File: src/rtl/alu_bist.sv
// Built-in self-test controller for the 16-bit ALU: drives LFSR-derived vectors,
// checks result/zero against an internal golden model, and reports pass/fail.
module alu_bist #(
   parameter int          N_VECTORS = 64,
   parameter logic [15:0] SEED      = 16'hACE1,
   parameter int          SETTLE    = 1
) (
   input  logic        clk,
   input  logic        rst_n,
   input  logic        start,
   output logic [15:0] alu_a,
   output logic [15:0] alu_b,
   output logic [2:0]  alu_opcode,
   input  logic [15:0] alu_result,
   input  logic        alu_zero,
   output logic        busy,
   output logic        done,
   output logic        pass,
   output logic [7:0]  fail_count,
   output logic [7:0]  first_fail_idx,
   output logic        first_fail_valid
);

   typedef enum logic [1:0] {
      S_IDLE   = 2'd0,
      S_SETTLE = 2'd1,
      S_CHECK  = 2'd2,
      S_DONE   = 2'd3
   } state_t;

   localparam logic [15:0] LFSR_MASK   = 16'hB400;
   localparam logic [7:0]  LAST_IDX    = 8'(N_VECTORS - 1);
   localparam logic [3:0]  SETTLE_LAST = 4'(SETTLE - 1);
   localparam logic [2:0]  OP_CMP      = 3'b100;

   function automatic logic [15:0] lfsr_step(input logic [15:0] s);
      lfsr_step = {1'b0, s[15:1]} ^ (s[0] ? LFSR_MASK : 16'h0000);
   endfunction

   function automatic logic [2:0] opcode_for(input logic [2:0] sel);
      case (sel)
         3'd0:    opcode_for = 3'b000;
         3'd1:    opcode_for = 3'b001;
         3'd2:    opcode_for = 3'b100;
         3'd3:    opcode_for = 3'b101;
         3'd4:    opcode_for = 3'b110;
         default: opcode_for = 3'b000;
      endcase
   endfunction

   state_t      state_q, state_d;
   logic [3:0]  settle_cnt_q, settle_cnt_d;
   logic [7:0]  idx_q, idx_d;
   logic [2:0]  op_sel_q, op_sel_d;
   logic [15:0] lfsr_q, lfsr_d;
   logic [15:0] alu_a_q, alu_a_d;
   logic [15:0] alu_b_q, alu_b_d;
   logic [2:0]  alu_op_q, alu_op_d;
   logic        busy_q, busy_d;
   logic        done_q, done_d;
   logic [7:0]  fail_cnt_q, fail_cnt_d;
   logic [7:0]  ff_idx_q, ff_idx_d;
   logic        ff_valid_q, ff_valid_d;

   logic [15:0] exp_result_s;
   logic        mismatch_s;
   logic        load_s;
   logic [15:0] gen_src_s;
   logic [7:0]  gen_idx_s;
   logic [2:0]  gen_sel_s;
   logic [2:0]  gen_op_s;
   logic [15:0] gen_b_s;

   // Golden model: compare opcode checks only zero, all others check a+b and its zero flag
   always_comb begin
      exp_result_s = alu_a_q + alu_b_q;
      if (alu_op_q == OP_CMP) begin
         mismatch_s = (alu_zero != (alu_a_q == alu_b_q));
      end else begin
         mismatch_s = (alu_result != exp_result_s) ||
                      (alu_zero != (exp_result_s == 16'h0000));
      end
   end

   // Next-state, result bookkeeping and vector loading
   always_comb begin
      state_d      = state_q;
      settle_cnt_d = settle_cnt_q;
      idx_d        = idx_q;
      op_sel_d     = op_sel_q;
      lfsr_d       = lfsr_q;
      alu_a_d      = alu_a_q;
      alu_b_d      = alu_b_q;
      alu_op_d     = alu_op_q;
      busy_d       = busy_q;
      done_d       = done_q;
      fail_cnt_d   = fail_cnt_q;
      ff_idx_d     = ff_idx_q;
      ff_valid_d   = ff_valid_q;
      load_s       = 1'b0;
      gen_src_s    = lfsr_q;
      gen_idx_s    = idx_q + 8'd1;
      gen_sel_s    = (op_sel_q == 3'd4) ? 3'd0 : op_sel_q + 3'd1;

      case (state_q)
         S_IDLE, S_DONE: begin
            if (start) begin
               load_s       = 1'b1;
               gen_src_s    = SEED;
               gen_idx_s    = 8'd0;
               gen_sel_s    = 3'd0;
               fail_cnt_d   = 8'd0;
               ff_idx_d     = 8'd0;
               ff_valid_d   = 1'b0;
               done_d       = 1'b0;
               busy_d       = 1'b1;
               settle_cnt_d = 4'd0;
               state_d      = S_SETTLE;
            end else begin
               state_d = state_q;
            end
         end
         S_SETTLE: begin
            if (settle_cnt_q == SETTLE_LAST) begin
               settle_cnt_d = 4'd0;
               state_d      = S_CHECK;
            end else begin
               settle_cnt_d = settle_cnt_q + 4'd1;
            end
         end
         S_CHECK: begin
            if (mismatch_s) begin
               if (fail_cnt_q != 8'hFF) begin
                  fail_cnt_d = fail_cnt_q + 8'd1;
               end else begin
                  fail_cnt_d = fail_cnt_q;
               end
               if (!ff_valid_q) begin
                  ff_idx_d   = idx_q;
                  ff_valid_d = 1'b1;
               end else begin
                  ff_valid_d = ff_valid_q;
               end
            end else begin
               fail_cnt_d = fail_cnt_q;
            end
            if (idx_q == LAST_IDX) begin
               busy_d  = 1'b0;
               done_d  = 1'b1;
               state_d = S_DONE;
            end else begin
               load_s  = 1'b1;
               state_d = S_SETTLE;
            end
         end
         default: begin
            state_d = S_IDLE;
         end
      endcase

      // Every eighth vector forces b so the ALU's zero flag is exercised
      gen_op_s = opcode_for(gen_sel_s);
      if (gen_idx_s[2:0] == 3'b111) begin
         if (gen_op_s == OP_CMP) begin
            gen_b_s = gen_src_s;
         end else begin
            gen_b_s = ~gen_src_s + 16'd1;
         end
      end else begin
         gen_b_s = lfsr_step(gen_src_s);
      end

      if (load_s) begin
         idx_d    = gen_idx_s;
         op_sel_d = gen_sel_s;
         alu_a_d  = gen_src_s;
         alu_b_d  = gen_b_s;
         alu_op_d = gen_op_s;
         lfsr_d   = lfsr_step(lfsr_step(gen_src_s));
      end else begin
         idx_d = idx_d;
      end
   end

   // State and result registers
   always_ff @(posedge clk or negedge rst_n) begin
      if (!rst_n) begin
         state_q      <= S_IDLE;
         settle_cnt_q <= 4'd0;
         idx_q        <= 8'd0;
         op_sel_q     <= 3'd0;
         lfsr_q       <= 16'h0000;
         alu_a_q      <= 16'h0000;
         alu_b_q      <= 16'h0000;
         alu_op_q     <= 3'b000;
         busy_q       <= 1'b0;
         done_q       <= 1'b0;
         fail_cnt_q   <= 8'd0;
         ff_idx_q     <= 8'd0;
         ff_valid_q   <= 1'b0;
      end else begin
         state_q      <= state_d;
         settle_cnt_q <= settle_cnt_d;
         idx_q        <= idx_d;
         op_sel_q     <= op_sel_d;
         lfsr_q       <= lfsr_d;
         alu_a_q      <= alu_a_d;
         alu_b_q      <= alu_b_d;
         alu_op_q     <= alu_op_d;
         busy_q       <= busy_d;
         done_q       <= done_d;
         fail_cnt_q   <= fail_cnt_d;
         ff_idx_q     <= ff_idx_d;
         ff_valid_q   <= ff_valid_d;
      end
   end

   assign alu_a            = alu_a_q;
   assign alu_b            = alu_b_q;
   assign alu_opcode       = alu_op_q;
   assign busy             = busy_q;
   assign done             = done_q;
   assign pass             = done_q && (fail_cnt_q == 8'd0);
   assign fail_count       = fail_cnt_q;
   assign first_fail_idx   = ff_idx_q;
   assign first_fail_valid = ff_valid_q;

endmodule

File: config.mk
export PLATFORM = sky130hd
export DESIGN_NAME = alu_bist
export DESIGN_NICKNAME = d
export VERILOG_FILES = /design/src/rtl/alu_bist.sv
export SDC_FILE = /design/constraint.sdc
export NUM_CORES = 1
export LEC_CHECK = 0
export CELL_PAD_IN_SITES_DETAIL_PLACEMENT = 1
export CELL_PAD_IN_SITES_GLOBAL_PLACEMENT = 2
export CORE_ASPECT_RATIO = 1.25
export CORE_MARGIN = 2
export CORE_UTILIZATION = 36
export DETAILED_ROUTE_END_ITERATION = 10
export GPL_ROUTABILITY_DRIVEN = 0
export GPL_TIMING_DRIVEN = 0
export HOLD_SLACK_MARGIN = 0.08
export PLACE_DENSITY = 0.84
export SYNTH_ARGS = -nofsm -noshare
export SYNTH_HDL_FRONTEND = slang
export SYNTH_SLANG_ARGS = --single-unit
File: constraint.sdc
create_clock -name clk -period 5.7 [get_ports clk]
set_input_delay 1.14 -clock clk [delete_from_list [all_inputs] [get_ports clk]]
set_output_delay 1.14 -clock clk [all_outputs]
set_load 0.02 [all_outputs]
* Word-level counts from Yosys, hierarchy flattened
Index checks and enable logic that the tools add are counted.
** Storage, ports and cells
- Register bits :: 87
- Bits in latches :: 0
- Memory bits (writable) :: 0
- Memory bits (read-only) :: 0
- Output and inout bits :: 55
- Logic and storage cells :: 98
- Memories :: 0
** Cells by class
- Add/sub/neg operators :: 6
- Multipliers :: 0
- Div/mod/pow operators :: 0
- Magnitude comparators :: 0
- Equality and inequality tests :: 23
- Shift operators :: 0
- Mux-type cells :: 38
- Bitwise logic cells :: 3
- Reduce and logical (&&, ||, !) cells :: 15
** Operator list (number)
- $mux 16 :: 6
- $mux 8 :: 7
- $pmux 8 s2 :: 2
- $xor 15x16->16 :: 2
- $add 16x1->16 const B :: 1
- $add 16x16->16 :: 1
- $add 8x1->8 const B :: 2
- $eq 16x16->1 :: 1
- $logic_not 16->1 :: 1
- $ne 16x16->1 :: 1
- $not 16->16 :: 1
- $eq 3x3->1 const B :: 5
- $ne 2x2->1 const B :: 6
- $pmux 3 s4 :: 1
- $mux 3 :: 3
- $eq 8x6->1 const B :: 1
- $logic_not 8->1 :: 1
- $mux 1 :: 8
- $mux 4 :: 2
- $ne 8x8->1 const B :: 1
- $pmux 1 s2 :: 4
- $pmux 4 s2 :: 1
- $reduce_and 4->1 :: 2
- $eq 3x2->1 const B :: 2
- 16 further kinds :: 23

* Logic depth before layout (Yosys ltp)
Gate-level depths: netlist (run 1).
- Depth after elaboration :: 9
- Mapped depth :: 17
- Mapped depth without buffers :: 14

* Least setup slack after synthesis (run 1)
Ideal clock, no wire load.
- Kind :: input-to-reg
- From :: in start
- To :: reg alu_b_q[14] (netlist: alu_b[14])
- Arrival :: 3.808 ns
- Path slack :: 1.810 ns
- Stages :: 14
- Buffers on the path :: 2
- Cell sequence :: and2_1 > clkbuf_1 > clkbuf_1 > nor2_1 > ha_1 > nand2_1 > or4_1 > o41ai_1 > o21ai_1 > o21bai_1 > o21ai_1 > o41ai_1 > a221o_1 > a31oi_1
** On the way
- Cells in the longest elaborated chain, start to end :: 7
- Elaborated cells on any way between the ends :: 20
- Those cells by class :: 1 x add/sub; 6 x eq/ne; 11 x mux; 2 x bitwise
** Ends and longest elaborated chain
- start, declared :: line 10 : input logic start,
- branches (longest 7 deep; another with $add 16x1->16)
- end signal, assigned :: line 208 : alu_b_q <= alu_b_d;
- end, declared :: line 57 : logic [15:0] alu_b_q, alu_b_d;
Parallel ways; which one is timed is not known.
A chain may end at the register's enable or synchronous reset.

* Worst setup path in the final report (run 1)
- From :: in start
- To :: reg alu_b_q[12] (netlist: alu_b[12])
Same word-level chain as after synthesis.

==> results of run 1 <==
-- layer usage --
layer  up-vias  GRT usage, %
li1       2493             -
met1      2620          28.6
met2       110          40.5
met5         -             0
met4         0          5.71
met3        18          2.39
-- worst paths after layout --
path                            slack, ps           endpoint  cells past startpoint
worst max-delay path                  650          alu_b[12]                     14
worst min-delay path                  510    settle_cnt_q[3]                      1
worst max register to register       1040          alu_b[12]                     16
worst min register to register        510    settle_cnt_q[3]                      1
max in group asynchronous            4420  first_fail_idx[6]                      2
min in group asynchronous             710           alu_b[8]                      1
-- critical path, cell delays in order --
cell	delay, ps
clkdlybuf4s50_1	520
and2_1	190
clkbuf_1	220
clkbuf_1	310
nor2_1	320
ha_1	240
nand2_1	70
or4_1	470
o41ai_1	570
o21ai_1	220
o21bai_1	280
xnor2_1	160
a221oi_1	440
nor2_1	90
-- placed cells by master (no fill, tap or decap), types with 14 or more instances in the layout --
cell / synthesis / routed
o21ai_1: 14 / 14
dfrtp_1: 76 / 76
xor2_1: 14 / 14
inv_1: 19 / 19
nor2_1: 66 / 66
ha_1: 26 / 26
nand3_1: 22 / 22
clkdlybuf4s50_1: 0 / 72
o21ai_0: 48 / 48
xnor2_1: 21 / 21
a21oi_1: 29 / 29
nand2_1: 60 / 60
clkbuf_1: 33 / 34
-- final cells by class --
cell class | instances | area (um^2) | share of cell area, %
inverter | 19 | 71.3 | 1.05
clock inverter | 6 | 87.6 | 1.29
timing repair buffer | 74 | 756 | 11.1
buffer | 54 | 283 | 4.17
tap | 182 | 228 | 3.35
clock buffer | 10 | 229 | 3.37
multi-input combinational | 493 | 3230 | 47.6
sequential | 76 | 1900 | 28.0
-- state kept, by name (all words and copies together) (netlist names), 2 cells and up --
name,cells
fail_count,8
idx_q,8
lfsr_q,15
alu_opcode,3
settle_cnt_q,4
state_q,2
alu_b,16
op_sel_q,3
alu_a,6
first_fail_idx,8
-- kinds of logic (layout without fill, tap and decap cells) --
| logic type | after synthesis | after routing |
|---|---|---|
| AO/OA/AOI/OAI | 191 | 191 |
| multiplexers | 5 | 5 |
| adder cells (fa/ha/maj) | 27 | 27 |
| flip-flops | 76 | 76 |
| AND/OR/NAND/NOR | 231 | 231 |
| buffers and inverters | 73 | 163 |
| XOR/XNOR | 39 | 39 |
-- metrics by stage --
step / worst slack [ps] / hold WS (ps) / std cells
2_1_floorplan: 1810 / 453 / 642
3_3_place_gp: 431 / 474 / 897
3_5_place_dp: 399 / 493 / 898
4_1_cts: 723 / 506 / 914
5_1_grt: 433 / 524 / 914
6_report: 649 / 506 / 914
-- Yosys cell counts (4+ instances only) --
cell type / count
a211oi_1: 5
a21o_1: 9
a21oi_1: 29
a221oi_1: 5
a22o_1: 4
a31oi_1: 11
and2_1: 4
and3_1: 7
buf_2: 4
buf_4: 12
buf_6: 4
clkbuf_1: 33
dfrtp_1: 76
ha_1: 26
inv_1: 19
nand2_1: 60
nand2b_1: 5
nand3_1: 22
nand3b_1: 8
nand4_1: 6
nor2_1: 66
nor2b_1: 4
nor3_1: 13
nor3b_1: 5
nor4_1: 7
o211ai_1: 4
o21a_1: 4
o21ai_0: 48
o21ai_1: 14
o21bai_1: 4
o22a_1: 11
o31ai_1: 9
or4_1: 6
xnor2_1: 21
xor2_1: 14
-- power by group through the flow --
stage          clock (mW)  sequential (mW)  combinational, mW
6_report            0.607            0.912               2.96
5_1_grt             0.642            0.932               3.24
4_1_cts             0.621            0.907               2.96
3_5_place_dp            0            0.916               2.94
3_3_place_gp            0            0.910               2.87
2_1_floorplan           0            0.943               1.96
==> impl_results.md, run 1 <==
- GRT overflow: 0
- P&R area growth vs syn: 23.7%
- Largest area contributor in the netlist: dfrtp_1
- Mean Syn Cell Area: 8.55 um^2
- Num rows: 50
- Post-CTS Setup Repair Bufs: 0
- CTS tree: yes
- Number of synthesized flops with an enable pin: 0
- VDD IR max: 0.000191 V
- FMAX: 198 MHz
- P_leak: 2.84 nW
- Synth Area in Compound Gates: 23.5%
- Net Sw Frac: 49.2%
- Setup Crit Path Kind: in2reg
- Setup crit end kind: register
- Internal power: 2.27 mW
- Synth Net Count: 689
- RSZ-0062 raised after global routing: false
- Synth cell types: 74
- Initial antenna violation count: 0
- Slew HR: 16.2%
- Final worst path period need: 5050 ps
- Post-Synthesis Cells: 642
- Met3 wire length: 530 um
- Hold crit path type: reg2reg
- Yosys warns: 0
- Diode count: 0
- Async set or reset register ratio after synthesis: 100%
- Critical Path Start: start
- # IOs: 75
- Critical Path RT: 5900 ps
- Synth area leaders: dfrtp_1, ha_1, nor2_1
- Maximum clock insertion buffer count: 2
- Crit-path max FO: 10
- Max cap viols: 0
- Core Util, Final: 45.4%
- FF-to-FF Start: state_q[0]
- Mux cell area share after synthesis: 1.00%
- Detail Route Antenna Nets: 0
- Vias post-DR: 5,241
- XOR/XNOR Fraction of Synth Area: 7.25%
- Die Ht: 142 um
- Worst slew pin tran: 1250 ps
- Power Density: 659 nW/um^2
- Yosys top cell area share: 34.7%
- DR pass1 iterations: 5
- Most common flop cell mapped by yosys: dfrtp_1
- Psw: 2.20 mW
- Largest family of logic cells by synthesized area: compound AO/OA/AOI/OAI gates
- # fillers: 1,768
- Post-place instance area: 6470 um^2
- WL met1: 7970 um
- Met2 WL: 9300 um
- Fin crit share: 88.6%
- # H-tree levels: 3
- Horiz. Die Dim: 114 um
- Clock power frac: 13.6%
- Sequential share of the synthesized area: 34.7%
- Synth Register Bits: 76
- Final setup TNS: 0 ps
- Post-synthesis simple-gate area fraction: 20.9%
- Overall Global Routing Usage: 22.5%
- Core area: 15,000 um^2
- Status: finished, final reports clean
- First-pass GRT wire length: 28,700 um
- Post-DP HPWL: 13,900 um
- Post-CTS sizing: 0
- TritonCTS buffer count: 9
- # setup viols final: 0
- Pin count of the biggest net entering global routing: 53
- Remaining routing DRC violations: 0
- Synthesized area: 5490 um^2
- Fin nets: 774
- Setup Skew: 11.1 ps
- Comb power frac: 66.1%
- IO Port Bufs: 73
- Top Layer Used: met4
- Hold-fix buffers, CTS: 0
- Seq pwr share: 20.4%
- Vias in the first global route: 5,389
- Layout cells sized above 1: 6.69%
- Final max-slew violation count: 0
- CTS clk-pin slew, worst paths: 60 ps
- Drt initial violations: 356
- Die area: 16,300 um^2
- Final WL: 18,100 um
- CTS root buf: clkbuf_16
- Via density: 5.73
- Hold Startpoint: settle_cnt_q[3]
- Starting Density: 36.7%
- Clock sinks: 76
- Critical Path AT: 5250 ps
- Design Power: 4.48 mW
- Post-Synth Adder-Cell Area: 6.29%
- Critical path launch point type: input port
- Final Hold Viols: 0
- Design area: 6790 um^2
- Clk_lat worst skew: 340 ps
- Avg WL per Cell: 19.8 um
Note: power is estimated with default switching activity, not from simulation.
==> run 2, diff against run 1 <==
--- a/config.mk
+++ b/config.mk
@@ -9,12 +9,11 @@
 export CELL_PAD_IN_SITES_GLOBAL_PLACEMENT = 2
 export CORE_ASPECT_RATIO = 1.25
 export CORE_MARGIN = 2
-export CORE_UTILIZATION = 36
+export CORE_UTILIZATION = 34
 export DETAILED_ROUTE_END_ITERATION = 10
 export GPL_ROUTABILITY_DRIVEN = 0
-export GPL_TIMING_DRIVEN = 0
 export HOLD_SLACK_MARGIN = 0.08
-export PLACE_DENSITY = 0.84
+export PLACE_DENSITY = 0.8
 export SYNTH_ARGS = -nofsm -noshare
 export SYNTH_HDL_FRONTEND = slang
 export SYNTH_SLANG_ARGS = --single-unit
==> constraint.sdc (replaced) <==
create_clock -name clk -period 4.9 [get_ports clk]
set_input_delay 0.98 -clock clk [delete_from_list [all_inputs] [get_ports clk]]
set_output_delay 0.98 -clock clk [all_outputs]
set_load 0.02 [all_outputs]
==> impl_results.md, run 2 (same netlist as run 1, synthesis figures left out) <==
- Slowest-stage cell, CP: or4_1 (was o41ai_1)
- P&R area growth vs syn: 20.7% (was 23.7%)
- Drt initial violations: 341 (was 356)
- Final WL: 17,100 um (was 18,100 um)
- WL met1: 7680 um (was 7970 um)
- Horiz. Die Dim: 118 um (was 114 um)
- Final setup TNS: 0 ps (unchanged)
- Power Density: 752 nW/um^2 (was 659 nW/um^2)
- Worst slew pin tran: 1010 ps (was 1250 ps)
- Remaining routing DRC violations: 0 (unchanged)
- Clock sinks: 76 (unchanged)
- Post-CTS sizing: 0 (unchanged)
- Maximum clock insertion buffer count: 2 (unchanged)
- First-pass GRT wire length: 28,500 um (was 28,700 um)
- CTS clk-pin slew, worst paths: 70 ps (was 60 ps)
- Die area: 17,200 um^2 (was 16,300 um^2)
- Setup Skew: 10.9 ps (was 11.1 ps)
- Cells along the critical path: ha_1 > a21oi_2 > or3b_1 > mux2i_1 > nor2_1 > nor4_1 > nand4_1 > or4_1 > a31oi_4 > buf_4 > o21ai_0 > o21ai_1 (was clkdlybuf4s50_1 > and2_1 > clkbuf_1 > clkbuf_1 > nor2_1 > ha_1 > nand2_1 > or4_1 > o41ai_1 > o21ai_1 > o21bai_1 > xnor2_1 > a221oi_1 > nor2_1)
- Hold Crit Depth: 1 (unchanged)
- DR pass1 iterations: 4 (was 5)
- Met2 WL: 8560 um (was 9300 um)
- Fin nets: 733 (was 774)
- Post-DP HPWL: 12,800 um (was 13,900 um)
- FF-to-FF Start: lfsr_q[4] (was state_q[0])
- Crit-path max FO: 16 (was 10)
- TritonCTS buffer count: 9 (unchanged)
- Critical Path RT: 5170 ps (was 5900 ps)
- # IOs: 75 (unchanged)
- # fillers: 1,861 (was 1,768)
- P_leak: 2.75 nW (was 2.84 nW)
- RSZ-0062 raised after global routing: false (unchanged)
- Commonest non-fill, non-tap cell in the layout: dfrtp_1 (unchanged)
- Top Layer Used: met4 (unchanged)
- Setup crit end kind: register (unchanged)
- Slew HR: 32.9% (was 16.2%)
- Num rows: 51 (was 50)
- Post-CTS Setup Repair Bufs: 0 (unchanged)
- Critical Path AT: 4430 ps (was 5250 ps)
- Pin count of the biggest net entering global routing: 77 (was 53)
- Avg WL per Cell: 18.9 um (was 19.8 um)
- Layout cells sized above 1: 6.37% (was 6.69%)
- Hold-fix buffers, CTS: 0 (unchanged)
- Vias post-DR: 5,066 (was 5,241)
- Final Hold Viols: 0 (unchanged)
- Final worst path period need: 4160 ps
- Core area: 15,700 um^2 (was 15,000 um^2)
- CTS tree: yes (unchanged)
- Met3 wire length: 580 um (was 530 um)
- GRT overflow: 0 (unchanged)
- FF-to-FF path depth: 12 (was 16)
- CTS root buf: clkbuf_16 (unchanged)
- VDD IR max: 0.000246 V (was 0.000191 V)
- Hold crit path type: reg2reg (unchanged)
- Crit-path max cell delay: 560 ps (was 570 ps)
- Clk_lat worst skew: 350 ps (was 340 ps)
- Vias in the first global route: 5,247 (was 5,389)
- Starting Density: 35.0% (was 36.7%)
- Max reg flops: 16 (unchanged)
- Final max-slew violation count: 0 (unchanged)
- Critical Path Start: lfsr_q[4] (was start)
- Overall Global Routing Usage: 20.3% (was 22.5%)
- Max cap viols: 0 (unchanged)
- Status: finished, final reports clean (unchanged)
- Detail Route Antenna Nets: 0 (unchanged)
- Critical path launch point type: register (was input port)
- Via density: 5.61 (was 5.73)
- Hold Startpoint: settle_cnt_q[3] (unchanged)
- IO Port Bufs: 74 (was 73)
- Setup Crit Path Kind: reg2reg (was in2reg)
- Most frequent cells in the layout: dfrtp_1, clkdlybuf4s50_1, nor2_1 (unchanged)
- # setup viols final: 0 (unchanged)
- # H-tree levels: 3 (unchanged)
- Fin crit share: 84.9%
- Die Ht: 146 um (was 142 um)
- FMAX: 240 MHz
- Fin Hold WS: 498 ps (was 506 ps)
- Initial antenna violation count: 0 (unchanged)
- Diode count: 0 (unchanged)
-- run 2: cell type report --
cell class | count | area, um^2 | share of cell area, %
clock inverters | 6 | 71.3 | 1.08
inverters | 19 | 71.3 | 1.08
multi-input cells | 493 | 3240 | 48.9
flip-flops and latches | 76 | 1900 | 28.7
repair buffers | 87 | 836 | 12.6
clock buffers | 10 | 239 | 3.61
well taps | 212 | 265 | 4.01
-- run 2: worst paths after layout --
path                                     end  slack, ps
max in group asynchronous           alu_b[3]       3450
min in group asynchronous               busy        800
setup / recovery           first_fail_idx[7]        740
hold / removal               settle_cnt_q[3]        500
setup reg to reg           first_fail_idx[7]        740
hold reg to reg              settle_cnt_q[3]        500
-- run 2: per-stage QoR --
step	worst slack (ps)	utilization [%]	total power, mW	area [um^2]	cells
after CTS	716	42.2	5.02	6620	903
after global routing	340	42.2	5.38	6620	903
final	740	42.2	4.98	6620	903
after detailed placement	507	40.2	4.30	6310	887
after global placement	617	40.2	4.21	6310	887
after floorplan	1170	-	3.37	5490	642
-- run 2: worst max-delay path, delay by kind of cell, from the launching register on --
| family | cells | cell delay, ps |
|---|---|---|
| AO/OA/AOI/OAI | 4 | 930 |
| adder cells (fa/ha/maj) | 1 | 530 |
| buffers and inverters | 1 | 280 |
| flip-flops | 1 | 490 |
| multiplexers | 1 | 220 |
| AND/OR/NAND/NOR | 5 | 1630 |
-- run 2: metal layers --
layer | global-route usage (%) | vias up
li1 | - | 2406
met1 | 26.4 | 2542
met2 | 34.8 | 101
met3 | 3.59 | 17
met4 | 5.06 | 0
met5 | 0 | -
-- run 2: power breakdown --
group,total (mW),switching (mW),internal (mW)
Clock,0.695,0.282,0.413
Sequential,1.08,0.269,0.814
Combinational,3.20,1.91,1.30
Total,4.98,2.46,2.52
==> run 3, diff against run 2 <==
==> constraint.sdc (replaced) <==
create_clock -name clk -period 4.3 [get_ports clk]
set_input_delay 0.86 -clock clk [delete_from_list [all_inputs] [get_ports clk]]
set_output_delay 0.86 -clock clk [all_outputs]
set_load 0.02 [all_outputs]
==> impl_results.md, run 3 (same netlist as run 1, synthesis figures left out) <==
- Drt initial violations: 278 (was 341)
- Critical path launch point type: register (unchanged)
- Pin count of the biggest net entering global routing: 77 (unchanged)
- GRT overflow: 0 (unchanged)
- Post-place instance area: 6400 um^2 (was 6310 um^2)
- Final WL: 17,500 um (was 17,100 um)
- Final max-slew violation count: 0 (unchanged)
- Critical Path AT: 4220 ps (was 4430 ps)
- Initial antenna violation count: 0 (unchanged)
- Power Density: 863 nW/um^2 (was 752 nW/um^2)
- Die area: 17,200 um^2 (unchanged)
- # H-tree levels: 3 (unchanged)
- Num rows: 51 (unchanged)
- Vias in the first global route: 5,304 (was 5,247)
- Internal power: 2.97 mW (was 2.52 mW)
- CTS tree: yes (unchanged)
- RSZ-0062 raised after global routing: false (unchanged)
- Hold-fix buffers, CTS: 0 (unchanged)
- Layout cells sized above 1: 8.36% (was 6.37%)
- Remaining routing DRC violations: 0 (unchanged)
- Maximum clock insertion buffer count: 2 (unchanged)
- Max reg flops: 16 (unchanged)
- Met3 Resource Use GR: 3.71% (was 3.59%)
- Post-DP HPWL: 13,300 um (was 12,800 um)
- Status: finished, final reports clean (unchanged)
- TritonCTS buffer count: 9 (unchanged)
- Crit-path max FO: 10 (was 16)
- # setup viols final: 0 (unchanged)
- DR pass1 iterations: 5 (was 4)
- CTS clk-pin slew, worst paths: 60 ps (was 70 ps)
- VDD IR max: 0.000332 V (was 0.000246 V)
- Psw: 2.83 mW (was 2.46 mW)
- Clock sinks: 76 (unchanged)
- # fillers: 1,876 (was 1,861)
- Detail Route Antenna Nets: 0 (unchanged)
- Setup ws final: 299 ps (was 740 ps)
- Seq pwr share: 20.5% (was 21.7%)
- Final Hold Viols: 0 (unchanged)
- Setup Skew: 6.56 ps (was 10.9 ps)
- # IOs: 75 (unchanged)
- Clock power frac: 12.9% (was 13.9%)
- P&R area growth vs syn: 22.5% (was 20.7%)
- Met1 GRT Util: 26.5% (was 26.4%)
- Net Sw Frac: 48.8% (was 49.3%)
- P_leak: 2.82 nW (was 2.75 nW)
- Setup Crit Path Kind: reg2reg (unchanged)
- Grt met2 use: 34.7% (was 34.8%)
- Vias post-DR: 5,133 (was 5,066)
- Slew HR: 33.2% (was 32.9%)
- Comb power frac: 66.6% (was 64.3%)
- Starting Density: 35.0% (unchanged)
- FF+latch area: 1900 um^2 (unchanged)
- IO Port Bufs: 74 (unchanged)
- Commonest non-fill, non-tap cell in the layout: dfrtp_1 (unchanged)
- Multi-input logic area: 3240 um^2 (unchanged)
- Gr busiest metal: met2 (unchanged)
- Clk_lat worst skew: 340 ps (was 350 ps)
- Diode count: 0 (unchanged)
- FMAX: 250 MHz (was 240 MHz)
- CTS root buf: clkbuf_16 (unchanged)
- Setup crit end kind: register (unchanged)
- Horiz. Die Dim: 118 um (unchanged)
- Overall Global Routing Usage: 20.5% (was 20.3%)
- Max cap viols: 0 (unchanged)
- Final setup TNS: 0 ps (unchanged)
- Post-CTS sizing: 0 (unchanged)
- Final worst path period need: 4000 ps (was 4160 ps)
- Post-CTS Setup Repair Bufs: 0 (unchanged)
- Pre-CTS WS: 161 ps (was 507 ps)
- Fin nets: 749 (was 733)
- Fin crit share: 93.0% (was 84.9%)
- Worst slew pin tran: 1000 ps (was 1010 ps)
- Placed cells: 899 (was 887)
- Hold crit path type: reg2reg (unchanged)
- First-pass GRT wire length: 28,700 um (was 28,500 um)
- Via density: 5.59 (was 5.61)
- Post-route insts no fill: 918 (was 903)
- Avg WL per Cell: 19.0 um (was 18.9 um)
- Design area: 6720 um^2 (was 6620 um^2)
- Die Ht: 146 um (unchanged)
- Critical Path RT: 4520 ps (was 5170 ps)
- Most frequent cells in the layout: dfrtp_1, clkdlybuf4s50_1, nor2_1 (unchanged)
- Core area: 15,700 um^2 (unchanged)
[run 3: stage by stage]
stage                     power, mW  util (%)  hold slack, ps
after floorplan                3.84         -             453
after global placement         4.90      40.8             472
after detailed placement       5.00      40.8             487
after CTS                      5.78      42.6             499
after global routing           6.25      42.8             523
final                          5.80      42.8             494
[run 3: final cells by class]
type,count,share of cell area [%]
Multi-Input combinational cell,493,48.2
Timing Repair Buffer,103,14.2
Clock buffer,9,3.35
Inverter,19,1.06
Sequential cell,76,28.3
Clock inverter,6,0.986
Tap cell,212,3.94
[run 3: final timing paths]
path	startpoint	endpoint	slack (ps)	depth (start not counted)
min in group asynchronous	rst_n	idx_q[5]	680	1
worst min register to register	settle_cnt_q[3]	settle_cnt_q[3]	490	1
worst max register to register	alu_a[1]	first_fail_valid	300	11
worst max-delay path	alu_a[1]	first_fail_valid	300	11
max in group asynchronous	rst_n	lfsr_q[4]	2960	1
worst min-delay path	settle_cnt_q[3]	settle_cnt_q[3]	490	1
[run 3: layer usage]
metal | vias to the layer above | routed length, um
met2 | 112 | 8480
met5 | - | 0
met4 | 0 | 458
met1 | 2558 | 7780
li1 | 2440 | -
met3 | 23 | 744
[run 3: critical path: stages (launching register included)]
cell and delay, ps:
dfrtp_1 470, ha_1 380, a211oi_2 340, o21ai_1 180
xnor2_1 280, o2111ai_1 190, nor4_1 440, nand4_1 190
or4_1 570, a31oi_4 370, buf_4 170, mux2_1 310
[run 3: power groups by stage]
stage	Clock, mW	Sequential [mW]	Combinational, mW
after global placement	0	1.19	3.70
after detailed placement	0	1.20	3.80
after floorplan	0	1.25	2.59
final	0.748	1.19	3.86
after CTS	0.770	1.19	3.82
after global routing	0.798	1.23	4.22
